===== src/rtl/writeback_stage_pkg.sv =====
// Shared types and widths for the writeback stage: source-select encoding,
// FSM states and the stage-register bundle.
package writeback_stage_pkg;

  localparam int VEC_W      = 128;
  localparam int REG_ADDR_W = 5;
  localparam int WB_DATA_W  = 16;

  typedef enum logic [1:0] {
    WB_SEL_MEM  = 2'b00,
    WB_SEL_ALU  = 2'b01,
    WB_SEL_ZERO = 2'b10,
    WB_SEL_RSVD = 2'b11
  } wb_sel_e;

  typedef enum logic {
    WB_IDLE = 1'b0,
    WB_VEC  = 1'b1
  } wb_state_e;

  // Selected values are latched, so later memory-stage changes cannot leak in
  typedef struct packed {
    logic                  wre;
    logic                  vwre;
    logic [REG_ADDR_W-1:0] rd;
    logic [WB_DATA_W-1:0]  sdat;
    logic [VEC_W-1:0]      vdat;
  } wb_stage_t;

endpackage


===== src/rtl/writeback_stage_if.sv =====
// Memory-stage bundle in, register-file write ports out, stall back to memory.
// slave = writeback stage view, master = memory stage / register file view.
interface writeback_stage_if #(
  parameter int LANE_W = 32
);
  import writeback_stage_pkg::*;

  localparam int NUM_LANES  = VEC_W / LANE_W;
  localparam int LANE_IDX_W = (NUM_LANES > 1) ? $clog2(NUM_LANES) : 1;

  logic                  wre_memory;
  logic                  vector_wre_memory;
  logic [1:0]            select_writeback_data_mux_memory;
  logic [1:0]            select_writeback_vector_data_mux_memory;
  logic [7:0]            data_from_memory;
  logic [7:0]            alu_result_memory;
  logic [VEC_W-1:0]      vector_data_from_memory;
  logic [VEC_W-1:0]      alu_vector_result_memory;
  logic [REG_ADDR_W-1:0] rd_memory;
  logic                  stall_memory;

  logic                  wre_writeback;
  logic [REG_ADDR_W-1:0] rd_writeback;
  logic [WB_DATA_W-1:0]  writeback_data;
  logic                  vector_wre_writeback;
  logic [REG_ADDR_W-1:0] vector_rd_writeback;
  logic [LANE_IDX_W-1:0] vector_lane_writeback;
  logic [LANE_W-1:0]     vector_lane_data_writeback;

  modport slave (
    input  wre_memory, vector_wre_memory,
    input  select_writeback_data_mux_memory, select_writeback_vector_data_mux_memory,
    input  data_from_memory, alu_result_memory,
    input  vector_data_from_memory, alu_vector_result_memory, rd_memory,
    output stall_memory,
    output wre_writeback, rd_writeback, writeback_data,
    output vector_wre_writeback, vector_rd_writeback,
    output vector_lane_writeback, vector_lane_data_writeback
  );

  modport master (
    output wre_memory, vector_wre_memory,
    output select_writeback_data_mux_memory, select_writeback_vector_data_mux_memory,
    output data_from_memory, alu_result_memory,
    output vector_data_from_memory, alu_vector_result_memory, rd_memory,
    input  stall_memory,
    input  wre_writeback, rd_writeback, writeback_data,
    input  vector_wre_writeback, vector_rd_writeback,
    input  vector_lane_writeback, vector_lane_data_writeback
  );

endinterface


===== src/rtl/writeback_stage_lane_select.sv =====
// vector_lane_select: picks lane LANE_W-wide slice out of a 128-bit vector.
// Latency 0 (pure combinational); no backpressure.
// Lane 0 is the least significant slice.
module vector_lane_select
  import writeback_stage_pkg::*;
#(
  parameter int LANE_W = 32
) (
  input  logic [VEC_W-1:0]                          vec,
  input  logic [$clog2(VEC_W / LANE_W)-1:0]         lane,
  output logic [LANE_W-1:0]                         lane_dat
);

  assign lane_dat = vec[int'(lane) * LANE_W +: LANE_W];

endmodule


===== src/rtl/writeback_stage.sv =====
// writeback_stage: muxes memory-stage results into scalar and lane-serialised vector RF writes.
// Latency 1 from capture to scalar write / vector beat 0; vector takes NUM_LANES beats.
// stall_memory holds the memory stage on all but the last beat. Option: WB_ZERO_REG_GUARD_EN.
module writeback_stage
  import writeback_stage_pkg::*;
#(
  parameter int LANE_W = 32
) (
  input  logic              clk,
  input  logic              reset,
  writeback_stage_if.slave  bus
);

  localparam int NUM_LANES  = VEC_W / LANE_W;
  localparam int LANE_IDX_W = $clog2(NUM_LANES);
  localparam logic [LANE_IDX_W-1:0] LAST_BEAT = LANE_IDX_W'(NUM_LANES - 1);

  wb_state_e             state;
  logic [LANE_IDX_W-1:0] beat;
  wb_stage_t             stage_q;
  wb_stage_t             stage_d;
  logic                  capture;
  logic                  last_beat;
  logic                  vec_active;
  logic                  scalar_en;
  logic                  reg_ok;
  logic [LANE_W-1:0]     lane_dat;

  assign vec_active = (state == WB_VEC);
  assign last_beat  = (beat == LAST_BEAT);
  assign bus.stall_memory = vec_active && !last_beat;
  assign capture    = !bus.stall_memory;

  always_comb begin
    stage_d      = '0;
    stage_d.wre  = bus.wre_memory;
    stage_d.vwre = bus.vector_wre_memory;
    stage_d.rd   = bus.rd_memory;
    case (wb_sel_e'(bus.select_writeback_data_mux_memory))
      WB_SEL_MEM: stage_d.sdat = {8'h00, bus.data_from_memory};
      WB_SEL_ALU: stage_d.sdat = {8'h00, bus.alu_result_memory};
      default:    stage_d.sdat = '0;
    endcase
    case (wb_sel_e'(bus.select_writeback_vector_data_mux_memory))
      WB_SEL_MEM: stage_d.vdat = bus.vector_data_from_memory;
      WB_SEL_ALU: stage_d.vdat = bus.alu_vector_result_memory;
      default:    stage_d.vdat = '0;
    endcase
  end

  always_ff @(posedge clk or negedge reset) begin
    if (!reset) begin
      state   <= WB_IDLE;
      beat    <= '0;
      stage_q <= '0;
    end else begin
      if (capture) begin
        stage_q <= stage_d;
      end
      case (state)
        WB_IDLE: begin
          beat <= '0;
          if (capture && bus.vector_wre_memory) begin
            state <= WB_VEC;
          end
        end
        WB_VEC: begin
          if (last_beat) begin
            // A vector bundle captured on the final beat restarts without a gap
            beat  <= '0;
            state <= (capture && bus.vector_wre_memory) ? WB_VEC : WB_IDLE;
          end else begin
            beat <= beat + 1'b1;
          end
        end
        default: begin
          state <= WB_IDLE;
          beat  <= '0;
        end
      endcase
    end
  end

  vector_lane_select #(
    .LANE_W (LANE_W)
  ) u_lane_select (
    .vec      (stage_q.vdat),
    .lane     (beat),
    .lane_dat (lane_dat)
  );

`ifdef WB_ZERO_REG_GUARD_EN
  assign reg_ok = (stage_q.rd != '0);
`else
  assign reg_ok = 1'b1;
`endif

  // The stage register holds through a vector burst, so the scalar write is pinned to beat 0
  assign scalar_en = stage_q.wre && (!vec_active || (beat == '0));

  assign bus.wre_writeback              = scalar_en && reg_ok;
  assign bus.rd_writeback               = stage_q.rd;
  assign bus.writeback_data             = stage_q.sdat;
  assign bus.vector_wre_writeback       = vec_active && stage_q.vwre && reg_ok;
  assign bus.vector_rd_writeback        = stage_q.rd;
  assign bus.vector_lane_writeback      = vec_active ? beat : '0;
  assign bus.vector_lane_data_writeback = vec_active ? lane_dat : '0;

endmodule


===== src/flat_wrapper.sv =====
// flat-port wrapper written by rule: the top's interface ports become plain ports
module writeback_stage_flat import writeback_stage_pkg::*;
#(
  parameter int LANE_W = 32
)
  (clk, reset, bus_wre_memory, bus_vector_wre_memory, bus_select_writeback_data_mux_memory, bus_select_writeback_vector_data_mux_memory, bus_data_from_memory, bus_alu_result_memory, bus_vector_data_from_memory, bus_alu_vector_result_memory, bus_rd_memory, bus_stall_memory, bus_wre_writeback, bus_rd_writeback, bus_writeback_data, bus_vector_wre_writeback, bus_vector_rd_writeback, bus_vector_lane_writeback, bus_vector_lane_data_writeback);
  writeback_stage_if #(.LANE_W(LANE_W)) bus_i ();
  input  logic clk;
  input  logic reset;
  input wire logic [$bits(bus_i.wre_memory)-1:0] bus_wre_memory;
  input wire logic [$bits(bus_i.vector_wre_memory)-1:0] bus_vector_wre_memory;
  input wire logic [$bits(bus_i.select_writeback_data_mux_memory)-1:0] bus_select_writeback_data_mux_memory;
  input wire logic [$bits(bus_i.select_writeback_vector_data_mux_memory)-1:0] bus_select_writeback_vector_data_mux_memory;
  input wire logic [$bits(bus_i.data_from_memory)-1:0] bus_data_from_memory;
  input wire logic [$bits(bus_i.alu_result_memory)-1:0] bus_alu_result_memory;
  input wire logic [$bits(bus_i.vector_data_from_memory)-1:0] bus_vector_data_from_memory;
  input wire logic [$bits(bus_i.alu_vector_result_memory)-1:0] bus_alu_vector_result_memory;
  input wire logic [$bits(bus_i.rd_memory)-1:0] bus_rd_memory;
  output wire logic [$bits(bus_i.stall_memory)-1:0] bus_stall_memory;
  output wire logic [$bits(bus_i.wre_writeback)-1:0] bus_wre_writeback;
  output wire logic [$bits(bus_i.rd_writeback)-1:0] bus_rd_writeback;
  output wire logic [$bits(bus_i.writeback_data)-1:0] bus_writeback_data;
  output wire logic [$bits(bus_i.vector_wre_writeback)-1:0] bus_vector_wre_writeback;
  output wire logic [$bits(bus_i.vector_rd_writeback)-1:0] bus_vector_rd_writeback;
  output wire logic [$bits(bus_i.vector_lane_writeback)-1:0] bus_vector_lane_writeback;
  output wire logic [$bits(bus_i.vector_lane_data_writeback)-1:0] bus_vector_lane_data_writeback;
  assign bus_i.wre_memory = bus_wre_memory;
  assign bus_i.vector_wre_memory = bus_vector_wre_memory;
  assign bus_i.select_writeback_data_mux_memory = bus_select_writeback_data_mux_memory;
  assign bus_i.select_writeback_vector_data_mux_memory = bus_select_writeback_vector_data_mux_memory;
  assign bus_i.data_from_memory = bus_data_from_memory;
  assign bus_i.alu_result_memory = bus_alu_result_memory;
  assign bus_i.vector_data_from_memory = bus_vector_data_from_memory;
  assign bus_i.alu_vector_result_memory = bus_alu_vector_result_memory;
  assign bus_i.rd_memory = bus_rd_memory;
  assign bus_stall_memory = bus_i.stall_memory;
  assign bus_wre_writeback = bus_i.wre_writeback;
  assign bus_rd_writeback = bus_i.rd_writeback;
  assign bus_writeback_data = bus_i.writeback_data;
  assign bus_vector_wre_writeback = bus_i.vector_wre_writeback;
  assign bus_vector_rd_writeback = bus_i.vector_rd_writeback;
  assign bus_vector_lane_writeback = bus_i.vector_lane_writeback;
  assign bus_vector_lane_data_writeback = bus_i.vector_lane_data_writeback;
  writeback_stage #(.LANE_W(LANE_W)) u_core (.clk(clk), .reset(reset), .bus(bus_i));
endmodule

===== config.mk =====
export PLATFORM = sky130hd
export DESIGN_NAME = writeback_stage_flat
export DESIGN_NICKNAME = d
export VERILOG_FILES = /design/src/rtl/writeback_stage_pkg.sv /design/src/rtl/writeback_stage_if.sv /design/src/rtl/writeback_stage_lane_select.sv /design/src/rtl/writeback_stage.sv /design/src/flat_wrapper.sv
export SDC_FILE = /design/constraint.sdc
export NUM_CORES = 1
export LEC_CHECK = 0
export CAP_MARGIN = 20
export CORE_ASPECT_RATIO = 1.75
export CORE_MARGIN = 10
export CORE_UTILIZATION = 49
export CTS_CLUSTER_SIZE = 14
export DETAILED_ROUTE_END_ITERATION = 8
export GPL_ROUTABILITY_DRIVEN = 0
export PLACE_DENSITY = 0.95
export SETUP_SLACK_MARGIN = 0.4
export SYNTH_ARGS = -nofsm -noshare
export SYNTH_HDL_FRONTEND = slang
export SYNTH_HIERARCHICAL = 1
export SYNTH_SLANG_ARGS = --single-unit

===== constraint.sdc =====
create_clock -name clk -period 2.6 [get_ports clk]
set_input_delay 0.26 -clock clk [delete_from_list [all_inputs] [get_ports clk]]
set_output_delay 0.26 -clock clk [all_outputs]
set_load 0.01 [all_outputs]

# After elaboration in Yosys (flattened, before gate mapping)
# Cells that the tools add are included.
# W data, S select, Z words.
dict set report word_totals {
  register_bits 154
  latchBits 0
  ram_bits 0
  romBits 0
  inputBits 285
  out_inout_bits 63
  word_cells 33
  mem_count 0
}
dict set report classes {
  addsub 1
  n_mul 0
  n_div 0
  magnitude_cmp 0
  n_eq_ne 3
  shift 1
  muxes 9
  bitwise 1
  n_reduce_logical 11
}
# cell n
set ops {}
lappend ops {{$pmux W128 S2} 1}
lappend ops {{$shiftx A128 B8 Y32} 1}
lappend ops {{$mux W32} 1}
lappend ops {{$pmux W8 S2} 1}
lappend ops {{$logic_not A2 Y1} 3}
lappend ops {{$eq A2 B1 Y1 const B} 2}
lappend ops {{$logic_and A1 B1 Y1} 4}
lappend ops {{$mux W2} 2}
lappend ops {{$pmux W2 S2} 1}
lappend ops {{$logic_not A1 Y1} 3}
lappend ops {{$add A2 B1 Y2 const B} 1}
lappend ops {{$eq A2 B2 Y1 const B} 1}
lappend ops {{$mux W1} 2}
lappend ops {{$pmux W1 S2} 1}
lappend ops {{$logic_or A1 B1 Y1} 1}
lappend ops {{$not A1 Y1} 1}

# Longest topological paths before layout
dict set report depth {
  word_depth 8
  mapped_depth 6
  ltp_nobuf 4
}

# Cells and area by module
# The synthesis kept the hierarchy.
# mod instances cells_each area_each_um2 seq_area_each_um2
set by_module_without_submodules {}
lappend by_module_without_submodules {writeback_stage 1 713 8634.5 3653.5}
lappend by_module_without_submodules {vector_lane_select 1 39 814.5 0.0}

# Least setup slack after synthesis
# OpenSTA, ideal clock, no wires.
dict set report synth_path {
  path_type {reg2out}
  start {register u_core.beat[0]}
  end {output bus_vector_lane_data_writeback[10]}
  arrival_ns 1.348
  required_time_ns 2.340
  slack_ns 0.992
  path_stages_with_launch 5
  path_cell_list {dfrtp_1 buf_6 buf_12 mux4_2 and2_1}
}
dict set report synth_via {
  elab_chain_len 2
}
# item line
set synth_lines {}
lappend synth_lines {{start, declared} writeback_stage.sv:19} ;# logic [LANE_IDX_W-1:0] beat;
lappend synth_lines {{start signal, assigned} writeback_stage.sv:73} ;# beat <= beat + 1'b1;
lappend synth_lines {{$shiftx A128 B8 Y32} writeback_stage_lane_select.sv:14} ;# assign lane_dat = vec[int'(lane) * LANE_W +: LANE_W];
lappend synth_lines {{net u_core.lane_dat[10]} writeback_stage.sv:27} ;# logic [LANE_W-1:0] lane_dat;
lappend synth_lines {{$mux W32} writeback_stage.sv:107} ;# assign bus.vector_lane_data_writeback = vec_active ? lane_dat : '0;
lappend synth_lines {{end, declared} flat_wrapper.sv:26} ;# output wire logic [$bits(bus_i.vector_lane_data_writeback)-1:0] bus_vector_lane_data_writeback;
# The timed path passes the listed nets, and every way through them passes these cells.

# Final worst setup path
dict set report layout_path {
  start {register u_core.beat[0]}
  end {output bus_vector_lane_data_writeback[26]}
}
# The elaborated chain is that of the path after synthesis.

==> impl_summary.md <==
Pwr
The power density relative to cell area is 970 nW/um^2. Power comes to roughly 0.013 W. For this design the static power due to leakage is between 5 and 6 nW. VDD sags by at most 835 uV.

Global routing
The remaining global-route overflow is 0. The first global-routing pass estimated 48.0 mm of wire. Global routing used 23.5% of the available tracks across all layers. The pin count of the biggest net entering global routing is between 100 and 150. The number of antenna violations at the first check in global routing is 2.

The via count of the first global-routing pass was between 8,000 and 9,000.

Cells and area
The number of standard cells in the final layout excluding fillers is 1,307. After filler insertion, the fill cell instance count of the layout stands at roughly 1,300. The final net count is 1,338. Leaving out fill and tap cells, the most frequent cell in the layout is clkdlybuf4s50_1. The top cell types in the final layout, fill and taps aside, are clkdlybuf4s50_1, dfrtp_1, mux2i_1, nand3b_1, o31ai_2. Cells with a size suffix above 1 make up 25.4% of the layout.

From synthesis to final layout, the design area changed by 43.5%.

Logic synthesis
After synthesis, the mean cell area works out to 12.6 sq um. The gate count of the mapped netlist is 752. Counting flops and latches in the post-synthesis netlist gives 146. The combined area of all synthesized cells is 9450 sq um. The adder-cell share of the synthesized area is 0.265%. The number of distinct library cells after synthesis is 26. The complex-gate fraction of the synthesized area is 15.7%.

Multiplexer cells account for 22.9% of the synthesized area. The parity-gate share of the synthesized area counting xor and xnor cells is 0%. The dominant combinational cell family by area after synthesis is multiplexers. The Yosys warning count is 6. The share of the yosys chip area belonging to registers is 38.7%. After Yosys synthesis, and, or, nand and nor cells account for 13.4% of the synthesized area.

Critical path
The path depth of the worst reg2reg path is 8. The path type of the worst setup path is reg -> out. The arrival time at the worst endpoint is 1.95 ns. For the worst setup path, the data required time is 2.34 ns. The largest incremental delay on the critical path is between 0.5 and 0.6 ns.

For this design, the slowest cell found on the critical path is mux4_2. The signal on the critical path passes through buf_6, buf_6, buf_12, mux4_2, and2_4, buf_6. The element type at the critical path start is a flip-flop.

The type of destination of the critical path is an output pin. In this run the critical register-to-register path is launched from u_core/beat[0]$_DFF_PN0_. The critical-path maximum fanout is 8. By instance count, the cell type seen most on the critical path is buf_6. The worst register-to-register path has a setup slack of 0.47 ns. The reg-to-reg critical path endpoint is u_core/bus.rd_writeback[4]$_DFFE_PN0N_.

Drt
The count of nets left with antenna violations once routing finished came out at 0. The first TritonRoute pass finished after 5 iterations. The total detailed-routing wirelength is just over 30 mm.

The starting DRC count in detailed routing is around 700. The overall via count from detail_route is 7,601. The vias per cell is 5.82. After detailed routing, the average wire length per cell comes to ~24 microns. For this run, design rule violations remaining after detail routing come to 0.

Place
Summed over all nets, the half-perimeter wirelength after detailed placement is 22.8 mm. The count of input and output buffers is 339. The number of placed cells counting well taps is approximately 1,300.

Timing
Based on the critical path, the design can be clocked at up to about 450 MHz. The final clock skew is 0.00979 ns. The setup TNS is 0 ns. On the final layout, the worst hold slack is 0.432 ns.

The post-route fraction of the period consumed by the critical path is 85.0%. The number of slew-limit violations in the final report came to 0. Setup repair after global routing could not meet its margin everywhere. The hold violation total from the final report is 0. The worst pin sits at a relative slew slack of 51.6%. The transition time at the pin with the least slew margin is 0.725 ns. Setup violations remaining at the end of the flow were counted as 0. The post-layout minimum cycle time is between 2 and 2.5 ns.

CTS
The number of CTS-inserted buffers is 17. The later pin in the worst-skew pair is clocked with a latency of 0.42 ns. The number of levels the H-tree was split into is 4. The maximum clock insertion buffer count is 2. The clock-pin slew of the registers on the worst-case setup and hold paths is 0.07 ns. The clock sink count is ~150. TritonCTS built the clock tree. The root buffer cell is clkbuf_16.

Floorplan
From left edge to right edge, the die measures 125 microns. In this run the core area contains 67 standard-cell rows. The overall die area is roughly 25,000 sq um.

The floorplan step set the die height to 204 microns. The core region is 19,000 sq um. The initial core utilization is 49.7%.

During I/O placement, the number of pins put on the boundary was approximately 350.

Run status
The flow ran to the end, and the final reports show no timing, DRC or antenna violations.

Hold path
In this run the worst hold path is classified as in -> async.

Run
The tool flagged a number of max-cap violations equal to 0.
==> layer usage <==
layer | track usage, % | up-vias | share of wire (%)
met5 | 0 | - | 0
met4 | 8.75 | 0 | 2.8
met3 | 5.38 | 54 | 6.2
met2 | 42.5 | 351 | 55
met1 | 26.1 | 3774 | 36
li1 | - | 3422 | -
==> synth_stat cells <==
| library cell | count | area, sq um |
|---|---|---|
| clkbuf_2 | 2 | 10.0 |
| buf_6 | 13 | 146 |
| buf_12 | 6 | 120 |
| conb_1 | 1 | 3.75 |
| inv_2 | 1 | 3.75 |
| clkbuf_1 | 28 | 105 |
| and2_1 | 36 | 225 |
| a21boi_0 | 1 | 7.51 |
| buf_4 | 27 | 203 |
| buf_1 | 3 | 11.3 |
| mux2i_1 | 136 | 1360 |
| ha_1 | 2 | 25.0 |
| nand3b_1 | 136 | 1020 |
| nor2_1 | 1 | 3.75 |
| nand2b_2 | 1 | 8.76 |
| clkbuf_8 | 1 | 13.8 |
| inv_1 | 3 | 11.3 |
| nand2b_1 | 1 | 6.26 |
| buf_8 | 7 | 105 |
| mux4_1 | 2 | 52.6 |
| buf_2 | 25 | 125 |
| o31ai_1 | 46 | 345 |
| mux4_2 | 30 | 676 |
| o31ai_2 | 90 | 1130 |
| dfrtp_1 | 146 | 3650 |
| mux2_2 | 7 | 78.8 |
==> area by class of cell <==
type / instances / area [sq um] / area share [%]
diodes: 2 / 5.00 / 0.0369
clock buffers: 20 / 467 / 3.44
clock inverters: 12 / 96.3 / 0.711
inverters: 4 / 20.0 / 0.148
multi-input cells: 497 / 5030 / 37.1
flip-flops and latches: 146 / 3660 / 27.0
well taps: 241 / 302 / 2.22
repair buffers: 385 / 3980 / 29.3
==> critical path, delay by kind of cell, from the launching register on <==
| kind | cells | cell delay (ns) |
|---|---|---|
| flops | 1 | 0.39 |
| mux | 1 | 0.52 |
| buf+inv | 4 | 0.47 |
| simple gates | 1 | 0.16 |
==> state kept, by name, summed over array words and instances, names as in the netlist <==
register                   count
u_core/beat                    2
u_core/stage_q               130
u_core/bus.rd_writeback        5
u_core/bus.writeback_data      8
u_core/state                   1
==> stage by stage <==
stage	cell area [sq um]	worst slack (ns)	util, %
6_report	13600	0.389	71.2
4_1_cts	13500	0.357	70.9
5_1_grt	13600	0.327	71.2
3_3_place_gp	12700	0.443	66.9
2_1_floorplan	9480	0.992	-
3_5_place_dp	12700	0.411	66.9
==> worst max path at each step <==
stage / from / to / slack, ns / cells past startpoint
finish: u_core/beat[0]$_DFF_PN0_ / bus_vector_lane_data_writeback[26] / 0.39 / 6
global route: u_core/beat[0]$_DFF_PN0_ / bus_vector_lane_data_writeback[21] / 0.33 / 6
CTS: u_core/beat[0]$_DFF_PN0_ / bus_vector_lane_data_writeback[11] / 0.36 / 5
detailed placement: u_core/beat[0]$_DFF_PN0_ / bus_vector_lane_data_writeback[26] / 0.41 / 4
global placement: u_core/beat[0]$_DFF_PN0_ / bus_vector_lane_data_writeback[6] / 0.44 / 4
floorplan: u_core/beat[0]$_DFF_PN0_ / bus_vector_lane_data_writeback[10] / 0.99 / 4
==> repair_timing <==
| item | CTS | global route |
|---|---|---|
| buffers inserted | 13 | 1 |
| resized for setup | 182 | 17 |
| hold endpoints to repair | 72 | 0 |
| gates cloned | 2 | 0 |
| hold buffers | 1 | 0 |
| endpoints found under the setup margin | 37 | 29 |
| pin swaps | 18 | 4 |
==> cells by family after synthesis <==
logic type / Yosys count
DFF: 146
and+or+nand+nor: 175
adders and majority gates: 2
other: 1
buffers and inverters: 116
AOI/OAI and AO/OA: 137
muxes: 175
==> where the power goes <==
group,switching [W],total [W],internal (W)
clock network,0.00101,0.00232,0.00131
registers,0.000587,0.00372,0.00313
logic,0.00322,0.00711,0.00389
total,0.00482,0.0131,0.00833
(Power assumes the default switching activity.)
